File: src/rtl/tcb_lib_register_request_pkg.sv
// Shared types and helpers for the TCB request-path register slice.
//
// Contents:
//   TCB_ABW/DBW/SLW/BEW  bus widths shared by both ports of the slice
//   tcb_req_t            request payload {wen, adr, ben, wdt}
//   tcb_rsp_t            response payload {rdt, err}
//   tcb_lane_en()        expands byte enables into per-byte load enables,
//                        where every byte of a GRN-byte lane loads together
package tcb_lib_register_request_pkg;

  localparam int TCB_ABW = 32;
  localparam int TCB_DBW = 32;
  localparam int TCB_SLW = 8;
  localparam int TCB_BEW = TCB_DBW / TCB_SLW;

  typedef struct packed {
    logic               wen;
    logic [TCB_ABW-1:0] adr;
    logic [TCB_BEW-1:0] ben;
    logic [TCB_DBW-1:0] wdt;
  } tcb_req_t;

  typedef struct packed {
    logic [TCB_DBW-1:0] rdt;
    logic               err;
  } tcb_rsp_t;

  // Byte b is enabled when any byte enable inside its lane (index / grn) is set.
  // Called with a constant grn, so the loops fold into plain OR trees.
  function automatic logic [TCB_BEW-1:0] tcb_lane_en(input logic [TCB_BEW-1:0] ben,
                                                     input int grn);
    logic [TCB_BEW-1:0] en;
    en = '0;
    for (int b = 0; b < TCB_BEW; b++) begin
      for (int i = 0; i < TCB_BEW; i++) begin
        if ((i / grn) == (b / grn)) begin
          en[b] = en[b] | ben[i];
        end
      end
    end
    return en;
  endfunction

endpackage

File: src/rtl/tcb_lib_register_request_delay_tracker.sv
// Outstanding-transfer tracker for fixed-latency TCB slices.
//
// A DLY-deep shift register records which cycles carried a handshake; a
// handshake bit reaching the last stage marks the end of its response slot.
// A saturating counter follows handshakes minus ended slots.
//
// Ports:
//   clk   input  1  clock, rising edge
//   rst   input  1  asynchronous reset, active low
//   hs    input  1  handshake on the upstream side this cycle
//   busy  output 1  at least one transfer outstanding
module tcb_lib_delay_tracker #(
  parameter int DLY = 2
)(
  input  logic clk,
  input  logic rst,
  input  logic hs,
  output logic busy
);

  localparam int             CW      = $clog2(DLY + 2);
  localparam logic [CW-1:0]  CNT_MAX = CW'(DLY + 1);

  if (DLY < 1) begin : g_bad_dly
    $error("tcb_lib_delay_tracker: DLY must be at least 1");
  end

  logic [DLY-1:0] sr_q;
  logic [DLY-1:0] sr_d;
  logic [CW-1:0]  cnt_q;
  logic [CW-1:0]  cnt_d;
  logic           slot_end;

  for (genvar gi = 0; gi < DLY; gi++) begin : g_sr
    if (gi == 0) begin : g_head
      assign sr_d[gi] = hs;
    end else begin : g_tail
      assign sr_d[gi] = sr_q[gi-1];
    end
  end

  assign slot_end = sr_q[DLY-1];

  // A new handshake and an ending slot in the same cycle cancel out.
  always_comb begin
    cnt_d = cnt_q;
    if (hs && !slot_end) begin
      if (cnt_q != CNT_MAX) begin
        cnt_d = cnt_q + CW'(1);
      end
    end else if (!hs && slot_end) begin
      if (cnt_q != '0) begin
        cnt_d = cnt_q - CW'(1);
      end
    end
  end

  always_ff @(posedge clk or negedge rst) begin
    if (!rst) begin
      sr_q  <= '0;
      cnt_q <= '0;
    end else begin
      sr_q  <= sr_d;
      cnt_q <= cnt_d;
    end
  end

  assign busy = (cnt_q != '0);

endmodule

File: src/rtl/tcb_lib_register_request.sv
// TCB request-path register slice.
//
// Registers the request between an upstream manager and a fixed-latency,
// never-stalling subordinate, adding one cycle of request latency. The
// response path is wired straight through. Payload registers only load on a
// transfer so the downstream bus stays quiet while idle.
//
// Ports:
//   clk      input   1    clock, rising edge
//   rst      input   1    asynchronous reset, active low
//   sub_*    -       -    subordinate port (from upstream manager), latency DLY+1
//   man_*    -       -    manager port (to downstream subordinate), latency DLY
//   err_stl  output  1    sticky: downstream deasserted man_rdy under man_vld
//   busy     output  1    a request is registered or a response is pending
module tcb_lib_register_request
  import tcb_lib_register_request_pkg::*;
#(
  parameter int GRN          = 1,
  parameter int DLY          = 1,
  parameter bit STALL_ASSERT = 1'b1
)(
  input  logic               clk,
  input  logic               rst,
  input  logic               sub_vld,
  output logic               sub_rdy,
  input  logic               sub_wen,
  input  logic [TCB_ABW-1:0] sub_adr,
  input  logic [TCB_BEW-1:0] sub_ben,
  input  logic [TCB_DBW-1:0] sub_wdt,
  output logic [TCB_DBW-1:0] sub_rdt,
  output logic               sub_err,
  output logic               man_vld,
  input  logic               man_rdy,
  output logic               man_wen,
  output logic [TCB_ABW-1:0] man_adr,
  output logic [TCB_BEW-1:0] man_ben,
  output logic [TCB_DBW-1:0] man_wdt,
  input  logic [TCB_DBW-1:0] man_rdt,
  input  logic               man_err,
  output logic               err_stl,
  output logic               busy
);

  if (GRN < 1 || (TCB_BEW % GRN) != 0) begin : g_bad_grn
    $error("tcb_lib_register_request: byte lanes must be a multiple of GRN");
  end

  logic               sub_rdy_q;
  logic               sub_rdy_d;
  logic               man_vld_q;
  logic               man_vld_d;
  logic               err_stl_q;
  logic               err_stl_d;
  tcb_req_t           req_q;
  tcb_req_t           req_d;
  tcb_rsp_t           rsp;
  logic               xfer;
  logic [TCB_BEW-1:0] lane_en;
  logic [TCB_BEW-1:0] byte_ld;

  assign xfer    = sub_vld & sub_rdy_q;
  assign lane_en = tcb_lane_en(sub_ben, GRN);

  // Write data bytes load per lane, only on writes touching that lane.
  for (genvar gi = 0; gi < TCB_BEW; gi++) begin : g_byte_ld
    assign byte_ld[gi] = xfer & sub_wen & lane_en[gi];
  end

  always_comb begin
    sub_rdy_d = 1'b1;
    man_vld_d = xfer;
    // The slice has no skid buffer: a stalled request is simply lost.
    err_stl_d = err_stl_q | (man_vld_q & ~man_rdy);
    req_d     = req_q;
    if (xfer) begin
      req_d.wen = sub_wen;
      req_d.adr = sub_adr;
      req_d.ben = sub_ben;
    end
    for (int b = 0; b < TCB_BEW; b++) begin
      if (byte_ld[b]) begin
        req_d.wdt[b*TCB_SLW +: TCB_SLW] = sub_wdt[b*TCB_SLW +: TCB_SLW];
      end
    end
  end

  always_ff @(posedge clk or negedge rst) begin
    if (!rst) begin
      sub_rdy_q <= 1'b0;
      man_vld_q <= 1'b0;
      err_stl_q <= 1'b0;
      req_q     <= '0;
    end else begin
      sub_rdy_q <= sub_rdy_d;
      man_vld_q <= man_vld_d;
      err_stl_q <= err_stl_d;
      req_q     <= req_d;
    end
  end

  tcb_lib_delay_tracker #(
    .DLY (DLY + 1)
  ) u_trk (
    .clk  (clk),
    .rst  (rst),
    .hs   (xfer),
    .busy (busy)
  );

  assign rsp.rdt = man_rdt;
  assign rsp.err = man_err;

  assign sub_rdy = sub_rdy_q;
  assign sub_rdt = rsp.rdt;
  assign sub_err = rsp.err;
  assign man_vld = man_vld_q;
  assign man_wen = req_q.wen;
  assign man_adr = req_q.adr;
  assign man_ben = req_q.ben;
  assign man_wdt = req_q.wdt;
  assign err_stl = err_stl_q;

  if (STALL_ASSERT) begin : g_stall_chk
    always_ff @(posedge clk) begin
      if (rst && man_vld_q) begin
        assert (man_rdy) else $error("tcb_lib_register_request: downstream stall, request dropped");
      end
    end
  end

endmodule

File: config.mk
export PLATFORM = sky130hd
export DESIGN_NAME = tcb_lib_register_request
export DESIGN_NICKNAME = d
export VERILOG_FILES = /design/src/rtl/tcb_lib_register_request_pkg.sv /design/src/rtl/tcb_lib_register_request_delay_tracker.sv /design/src/rtl/tcb_lib_register_request.sv
export SDC_FILE = /design/constraint.sdc
export NUM_CORES = 1
export LEC_CHECK = 0
export BUFFER_PORTS_ARGS = -buffer_cell sky130_fd_sc_hd__buf_4
export CAP_MARGIN = 20
export CORE_MARGIN = 1
export CORE_UTILIZATION = 35
export CTS_CLUSTER_SIZE = 28
export DETAILED_ROUTE_END_ITERATION = 8
export PLACE_DENSITY = 0.68
export SYNTH_ARGS = -nofsm -noshare
export SYNTH_HDL_FRONTEND = slang
export SYNTH_HIERARCHICAL = 1
export SYNTH_SLANG_ARGS = --single-unit
File: constraint.sdc
create_clock -name clk -period 4.24 [get_ports clk]
set_input_delay 0.424 -clock clk [delete_from_list [all_inputs] [get_ports clk]]
set_output_delay 0.424 -clock clk [all_outputs]
set_load 0.05 [all_outputs]
### Word-level counts from Yosys, hierarchy flattened

Cells that the tools add are included.
Widths: inputs -> output; s select.

| word-level totals | value |
|---|---|
| word-level logic and storage cells | 37 |
| output and inout bits | 106 |
| bits in registers | 76 |

| cells by class | value |
|---|---|
| reductions and logical operators | 8 |
| mux-type cells | 4 |
| $add $sub $neg | 2 |
| equality and inequality tests | 2 |
| bitwise operators | 9 |

Operator list:

| kind | count |
|---|---|
| $mux 2 | 4 |
| $and 1x1->1 | 7 |
| $reduce_bool 2->1 | 3 |
| $ne 2x2->1 const B | 2 |
| $reduce_and 3->1 | 1 |
| $add 2x1->2 const B | 1 |
| $logic_and 1x1->1 | 2 |
| $logic_not 1->1 | 2 |
| $sub 2x1->2 const B | 1 |
| $not 1->1 | 1 |
| $or 1x1->1 | 1 |

### Logic depth before layout (Yosys ltp)

Gate-level depths: netlist of run 1.

| logic depth | value |
|---|---|
| depth after elaboration | 5 |
| depth in mapped cells | 8 |

### By module

Netlist of run 1, hierarchy kept.

Modules (own cells, without submodules):

| module | area each (µm²) | cells each | times used |
|---|---|---|---|
| tcb_lib_register_request | 3,057.9 | 190 | 1 |
| tcb_lib_delay_tracker | 161.4 | 15 | 1 |

### Least setup slack after synthesis of run 1

Ideal clock, no wire load.

| timing | value |
|---|---|
| kind | flip-flop to flip-flop |
| start | register sub_rdy_q (netlist: sub_rdy) |
| end | register u_trk.cnt_q[0] |
| data arrival time | 1.610 ns |
| cell stages (with the launch flop) | 9 |
| setup time | 0.124 ns |
| period minus slack after synthesis | 1.734 ns |
| setup slack | 2.506 ns |
| buffers on the path | 3 |
| path through | dfrtp_1 -> buf_4 -> nand2_4 -> buf_6 -> buf_12 -> inv_1 -> and3b_1 -> nor3_1 -> a21oi_1 |

| on the way | value |
|---|---|
| word-level cells in the longest chain between the ends | 5 |

RTL lines:

| what | RTL line | text |
|---|---|---|
| from (decl) | tcb_lib_register_request.sv:48 | `logic sub_rdy_q;` |
| from (signal assigned) | tcb_lib_register_request.sv:94 | `sub_rdy_q <= sub_rdy_d;` |
| $and 1x1->1 * | tcb_lib_register_request.sv:61 | `assign xfer = sub_vld & sub_rdy_q;` |
| named net man_vld_d | tcb_lib_register_request.sv:51 | `logic man_vld_d;` |
| $logic_not 1->1 | tcb_lib_register_request_delay_tracker.sv:51 | `end else if (!hs && slot_end) begin` |
| $logic_and 1x1->1 | tcb_lib_register_request_delay_tracker.sv:51 |  |
| $reduce_bool 2->1 (no source line) | - |  |
| $reduce_and 3->1 (no source line) | - |  |
| to (signal assigned) | tcb_lib_register_request_delay_tracker.sv:64 | `cnt_q <= cnt_d;` |
| to (decl) | tcb_lib_register_request_delay_tracker.sv:30 | `logic [CW-1:0] cnt_q;` |

The timed path passes the listed nets; every way through them passes the cells marked *.
A chain may end at the register's enable or synchronous reset.

### Final worst setup path of run 1

Ends and elaborated chain as after synthesis.

==> results of run 1 <==
layer usage:
metal,part of all wire,global-route usage
met3,0.11,0.0752
met4,0.012,0.0513
met1,0.39,0.158
met2,0.49,0.220
met5,0,0
where the power goes:
| group | internal, mW | switching, mW | total [mW] |
|---|---|---|---|
| clock | 0.408 | 0.264 | 0.672 |
| sequential | 0.855 | 0.0752 | 0.931 |
| combinational | 0.324 | 0.588 | 0.912 |
| total | 1.59 | 0.927 | 2.51 |
through the flow:
stage                     area [um2]  std cells  hold WS, ns
after CTS                       4360        433        0.260
after floorplan                 3220        205        0.128
after global routing            4360        433        0.271
after detailed placement        4120        418        0.351
after global placement          4120        418        0.356
final                           4360        433        0.228
kinds of logic (layout without fill, tap and decap cells):
family                 after synthesis  in the layout
AO/OA/AOI/OAI                        4              4
buffers and inverters               42            162
flip-flops                          76             76
multiplexers                        69             69
other                                1              1
AND/OR/NAND/NOR                     13             13
state kept, by name, indices dropped and copies added, names as in the netlist:
signal and cells:
u_trk/sr_q 2, man_ben 4, err_stl 1, man_vld 1
u_trk/cnt_q 2, man_adr 32, man_wdt 32, sub_rdy 1
man_wen 1
worst min path at each step:
stage                  startpoint            end  depth (start not counted)
CTS                           rst    man_adr[14]                          1
finish                        rst    man_adr[13]                          1
floorplan                     rst        err_stl                          0
global placement    u_trk/sr_q[0]  u_trk/sr_q[1]                          0
global route          sub_adr[20]    man_adr[20]                          2
detailed placement  u_trk/sr_q[0]  u_trk/sr_q[1]                          0
cells in the final DEF, fill, tap and decap left out, drive strengths merged:
cell type,instances
clkbuf,10
buf,145
nand2b,2
nand2,1
bufinv,3
o21ai,1
nor3,1
or2,1
nand4,4
nor2b,1
a21o,1
and3b,1
a21oi,2
inv,4
dfrtp,76
mux2,69
nor2,2
conb,1
layout make-up:
class	count	area, um2	area share
clock buffers	10	138	0.0316
flip-flops and latches	76	1900	0.436
repair buffers	145	1090	0.250
clock inverters	5	108	0.0247
well taps	108	135	0.0310
multi-input cells	87	982	0.225
inverters	2	7.51	0.00172
worst max-delay path: stages (launching register included):
cell                      delay [ns]
sky130_fd_sc_hd__dfrtp_1        0.49
sky130_fd_sc_hd__nand2_4        0.51
sky130_fd_sc_hd__inv_1          0.22
sky130_fd_sc_hd__nor2b_1        0.20
sky130_fd_sc_hd__nor3_1         0.17
sky130_fd_sc_hd__a21oi_1        0.06
==> key figures, run 1 <==
STA
  • Max-slew headroom at the worst pin: 0.368
  • RSZ-0062 raised after global routing: false
  • Fmax achieved: 0.566 GHz
  • Total count of max-transition violations in the final report: 0
  • Actual transition at the worst max-transition pin: 0.948 ns
  • Final number of hold-violating endpoints: 0
  • Final Cycle Share: 0.417
  • Count of endpoints failing setup in the final report: 0
  • Least setup slack across all paths after layout: 2.47 ns
  • Final critical delay including setup and external delays: 1.77 ns
  • Worst clock skew: 0.00735 ns
  • Final setup TNS: 0 ns

Routing
  • Overall via count from detail_route: 1,971
  • Number of violations reported at the end of detailed-routing iteration 0: 50
  • Post-detailed-route DRC marker count: 17
  • Detailed Route WL: 6540 um
  • Post-DRT Antenna Nets: 0
  • Number of detailed-route iterations in the first pass: 7
  • Average vias per placed instance: 4.55
  • Wire length per cell after detailed routing: 15.1 um

Logic synthesis
  • Post-synthesis cell type count: 20
  • Biggest area consumer among synthesized cells: sky130_fd_sc_hd__dfrtp_1
  • Primary FF master, synth: sky130_fd_sc_hd__dfrtp_1
  • Area fraction in compound gates after synthesis: 0.00700
  • Number of synthesized flops with an enable pin: 0
  • Post-synthesis net count: 311
  • Area contributors post-synth: sky130_fd_sc_hd__dfrtp_1 59%, sky130_fd_sc_hd__mux2_2 17%, sky130_fd_sc_hd__mux2_4 8.9%, sky130_fd_sc_hd__buf_4 7.9%, sky130_fd_sc_hd__nand4_2 1.6%
  • Synthesized-area fraction occupied by adder cells: 0
  • Main combinational cell family by area after synthesis: multiplexers
  • Number of synthesized register bits: 76
  • Sequential element share of the synthesized area: 0.591
  • Synthesized cell area: 3220 um2
  • Yosys warns: 6
  • Most frequent cell after synthesis: sky130_fd_sc_hd__dfrtp_1
  • Post-synthesis mux area share: 0.264
  • Simple-gate area share of the yosys netlist: 0.0334
  • Post-synthesis instance total: 205
  • Synthesized-area fraction occupied by xor and xnor cells: 0
  • Ranking of synthesized cells by instance count: 76 x sky130_fd_sc_hd__dfrtp_1, 50 x sky130_fd_sc_hd__mux2_2, 34 x sky130_fd_sc_hd__buf_4
  • Per-instance average area after synthesis: 15.7 um2
  • Async S/R FF share, synth: 1.00
  • Share of the synthesized area in the top cell type: 0.591

Flow run
  • Max cap viols: 0

Finish
  • Number of filler cells placed in the layout: 809
  • Nets: 427
  • Number of diodes: 0
  • Utilization after layout: 0.495
  • Syn-to-layout area delta: 35.4%
  • Layout cell share with drive strength beyond 1: 0.723

Clock network
  • Count of instances resized after the clock tree is built: 0
  • CTS sink count: 76
  • H-Tree Depth: 3
  • Skew-Pair Late Insertion Delay: 0.34 ns
  • Root buffer selected by CTS: sky130_fd_sc_hd__clkbuf_8
  • CTS clock-pin slew for the worst setup and hold paths: 0.08 ns
  • CTS tree: done
  • Number of buffers inserted by post-CTS setup repair: 0
  • Post-CTS Hold Buffers: 0
  • Longest Clk Path Bufs: 2
  • Number of buffers inserted during clock tree synthesis: 9

Power and ir drop
  • Standby leakage power: 2.19 nW
  • Maximum VDD drop: 0.277 mV
  • Pwr dens: 577 nW/um2
  • Tot Pwr: 2.51 mW

Worst setup path
  • Critical path data arrival time: 2.00 ns
  • Worst R2R Start: sub_rdy
  • Worst reg2reg path depth: 5
  • Flop2flop setup slack: 2.47 ns
  • Worst flop-to-flop path endpoint: u_trk/cnt_q[0]
  • CP Launch Type: flop
  • Critical Path RT: 4.47 ns
  • Critical Path Start: sub_rdy
  • Crit path capture type: flop
  • Maximum fanout along the worst path: 38
  • Worst Setup EP: u_trk/cnt_q[0]
  • Type of the setup path with the least slack: reg -> reg

Die
  • Row count: 34
  • Total core area: 8810 um2
  • Top-Level Pins: 212
  • Horizontal die dimension: 97.9 um
  • Height of the die: 97.9 um
  • Starting utilization of the core area: 0.366
  • Area enclosed by the die boundary: 9590 um2

GRT
  • GR Overflow Total: 0
  • Via count of the first global-routing pass: 2,169
  • Antenna violations before repair: 0
  • Maximum number of pins on one net before global-route repair: 77
  • First-pass GRT wire length: 10,400 um
  • Total GRT Usage: 0.139

Run status
  • Failing checks: DRC
  • Outcome: finished, violations left

Place
  • Final RePlAce weighted congestion: 0.693
  • Port bufs: 145
  • Post-place setup slack: 2.41 ns
  • HPWL reported at the end of detailed placement: 4650 um

Min path
  • Worst Hold Class: in -> async
No activity file was read; power rests on OpenSTA's default activity.
==> inputs of run 2 (changes only) <==
--- a/config.mk
+++ b/config.mk
@@ -11,7 +11,7 @@
 export CORE_UTILIZATION = 35
 export CTS_CLUSTER_SIZE = 28
 export DETAILED_ROUTE_END_ITERATION = 8
-export PLACE_DENSITY = 0.68
+export PLACE_DENSITY = 0.7
 export SYNTH_ARGS = -nofsm -noshare
 export SYNTH_HDL_FRONTEND = slang
 export SYNTH_HIERARCHICAL = 1
==> constraint.sdc (replaced) <==
create_clock -name clk -period 1.6 [get_ports clk]
set_input_delay 0.16 -clock clk [delete_from_list [all_inputs] [get_ports clk]]
set_output_delay 0.16 -clock clk [all_outputs]
set_load 0.05 [all_outputs]
==> run 2 against run 1 <==
Compared with the run above:
- the flow still finishes with violations (DRC)
- first-iteration DRC count down 6.0%
- final cell count up 1.6%
- register-to-register slack worse by 2.2 ns
- global-route usage up 0.44 points
- sequential share of layout area down 0.42 points
- critical path type is now reg -> out
- critical endpoint is now busy
- largest cell class unchanged
- highest routed layer unchanged
==> key figures, run 2 (synthesis gave the netlist of run 1 again) <==
Clock network
  • H-Tree Depth: 3 (unchanged)
  • Number of buffers inserted by post-CTS setup repair: 0 (unchanged)
  • Count of instances resized after the clock tree is built: 0 (unchanged)
  • CTS tree: done
  • Skew-Pair Late Insertion Delay: 0.35 ns (about the same)
  • Longest Clk Path Bufs: 2 (unchanged)
  • Root buffer selected by CTS: sky130_fd_sc_hd__clkbuf_8
  • Number of buffers inserted during clock tree synthesis: 9 (unchanged)
  • Post-CTS Hold Buffers: 1 (+1)
  • CTS clock-pin slew for the worst setup and hold paths: 0.08 ns (about the same)
  • CTS sink count: 76 (unchanged)

Worst setup path
  • Maximum fanout along the worst path: 4 (-89%)
  • Max incr delay on CP: 0.42 ns (-0.09 ns)
  • Type of the setup path with the least slack: reg -> out
  • Cells traversed along the worst timing path: or2_2, buf_4
  • Cell with the biggest individual delay on the critical path: sky130_fd_sc_hd__dfrtp_1
  • Crit path capture type: output port
  • Kind of cell adding the most delay to the critical path: flip-flops
  • Worst reg2reg path depth: 3 (-2)
  • CP Launch Type: flop
  • Critical path data arrival time: 1.27 ns (-0.73 ns)
  • Crit. path cell count: 2 (-3)
  • Critical Path RT: 1.44 ns (-3.03 ns)
  • Buffers & Inverters on Critical Path: 1 (unchanged)

Finish
  • Layout cell share with drive strength beyond 1: 0.723 (about the same)
  • Commonest non-fill, non-tap cells in the layout: 146 x sky130_fd_sc_hd__buf_4, 75 x sky130_fd_sc_hd__dfrtp_1, 50 x sky130_fd_sc_hd__mux2_2
  • Leading cell type in the layout, fill and taps excluded: sky130_fd_sc_hd__buf_4
  • Number of diodes: 0 (unchanged)
  • Final standard cell count with taps included and fillers excluded: 440 (+1.6%)
  • Syn-to-layout area delta: 36.8%
  • Nets: 433 (+1.4%)

GRT
  • First-pass GRT wire length: 10,500 um (+0.60%)
  • Via count of the first global-routing pass: 2,091 (-3.6%)
  • Total GRT Usage: 0.143 (+0.00441)
  • Antenna violations before repair: 0 (unchanged)
  • Maximum number of pins on one net before global-route repair: 34 (-56%)
  • GR Overflow Total: 0 (unchanged)

Routing
  • Number of violations reported at the end of detailed-routing iteration 0: 47 (-6.0%)
  • Wire length per cell after detailed routing: 15.2 um (+0.89%)
  • Post-DRT Antenna Nets: 0 (unchanged)
  • Metal-1 WL: 2730 um (+8.0%)
  • Top layer reached by signal wires: met4
  • Routed length on met2: 3090 um (-3.5%)
  • Met3 WL: 762 um (+3.0%)
  • Overall via count from detail_route: 1,989 (+0.91%)
  • Post-detailed-route DRC marker count: 17 (unchanged)
  • Detailed Route WL: 6710 um (+2.5%)
  • Average vias per placed instance: 4.52 (-0.69%)
  • Number of detailed-route iterations in the first pass: 6 (-1)

Power and ir drop
  • Share of total power in the clock network: 0.233 (-0.034)
  • Sequential share of power: 0.386 (+0.016)
  • Standby leakage power: 2.20 nW (+0.83%)
  • Logic pwr share: 0.381 (+0.018)
  • Cell internal pwr: 3.91 mW (+150%)
  • Pwr dens: 1450 nW/um2 (+150%)
  • Switching share of power: 0.389 (+0.0199)
  • Maximum VDD drop: 0.607 mV (+120%)
  • Switching power: 2.49 mW (+170%)

Place
  • Final RePlAce weighted congestion: 0.659 (-4.9%)
  • Placed Cells: 422 (+0.96%)
  • Port bufs: 145 (unchanged)
  • HPWL reported at the end of detailed placement: 4940 um (+6.4%)

Die
  • Total core area: 8810 um2 (unchanged)
  • Starting utilization of the core area: 0.366 (unchanged)
  • Top-Level Pins: 212 (unchanged)
  • Height of the die: 97.9 um (unchanged)
  • Area enclosed by the die boundary: 9590 um2 (unchanged)
  • Horizontal die dimension: 97.9 um (unchanged)
  • Row count: 34 (unchanged)

Run status
  • Outcome: finished, violations left
  • Failing checks: DRC

Flow run
  • Max cap viols: 0 (unchanged)

STA
  • Final critical delay including setup and external delays: 1.43 ns
  • Worst clock skew: 0.00973 ns (+0.00238 ns)
  • RSZ-0062 raised after global routing: false
  • Final number of hold-violating endpoints: 0 (unchanged)
  • Final setup TNS: 0 ns (unchanged)
  • Total count of max-transition violations in the final report: 0 (unchanged)
  • Count of endpoints failing setup in the final report: 0 (unchanged)
  • Fmax achieved: 0.697 GHz
  • Final Cycle Share: 0.897

Min path
  • Worst hold path cell count: 2
  • Worst Hold Class: in -> reg
## run 2: cell types whose count changed in the layout (fill, tap and decap cells not counted)
cell | previous run | this run
sky130_fd_sc_hd__dfrtp_1 | 76 | 75
sky130_fd_sc_hd__bufinv_16 | 3 | 1
sky130_fd_sc_hd__buf_12 | 0 | 3
sky130_fd_sc_hd__clkinv_2 | 0 | 1
sky130_fd_sc_hd__clkbuf_1 | 0 | 1
sky130_fd_sc_hd__buf_4 | 145 | 146
sky130_fd_sc_hd__clkinv_4 | 0 | 1
sky130_fd_sc_hd__dfrtp_2 | 0 | 1
sky130_fd_sc_hd__clkinvlp_4 | 0 | 1
sky130_fd_sc_hd__inv_6 | 2 | 1
sky130_fd_sc_hd__dlygate4sd3_1 | 0 | 2
## run 2: area by class of cell
class | instances | area (um2)
tap | 108 | 135
clock inverter | 5 | 60.1
sequential | 76 | 1900
fill | 774 | 4400
timing repair buffer | 151 | 1180
inverter | 2 | 7.51
clock buffer | 11 | 141
multi-input combinational | 87 | 982
## run 2: routing by layer
layer  global-route usage  vias to the layer above
met5                    0                        -
met4               0.0688                        0
met3               0.0773                       14
met2                0.211                      100
met1                0.171                      961
li1                     -                      914
## run 2: stage by stage
stage                     instance area (um2)  total power [mW]   util  setup slack, ns  hold WS [ns]
after floorplan                          3220              4.34      -          0.00832        -0.136
after global placement                   4180              4.92  0.475            0.348        0.0878
after detailed placement                 4180              4.96  0.475            0.306        0.0982
after CTS                                4400              6.49  0.499            0.150        0.0181
after global routing                     4410              6.70  0.500            0.100       0.00479
final                                    4410              6.40  0.500            0.165        0.0325
## run 2: worst paths after layout
path	slack [ns]	from	to
worst max-delay path	0.17	u_trk/cnt_q[0]	busy
worst min-delay path	0.03	sub_adr[21]	man_adr[21]
worst max register to register	0.31	sub_rdy	man_adr[26]
worst min register to register	0.35	u_trk/sr_q[0]	u_trk/sr_q[1]
max in group asynchronous	0.76	rst	man_wdt[11]
min in group asynchronous	0.25	rst	man_adr[15]
## run 2: power groups by stage
stage / clock [mW] / sequential (mW) / combinational (mW)
3_3_place_gp: 0 / 2.49 / 2.43
2_1_floorplan: 0 / 3.62 / 0.720
4_1_cts: 1.56 / 2.47 / 2.46
3_5_place_dp: 0 / 2.51 / 2.45
6_report: 1.49 / 2.47 / 2.44
5_1_grt: 1.65 / 2.52 / 2.53
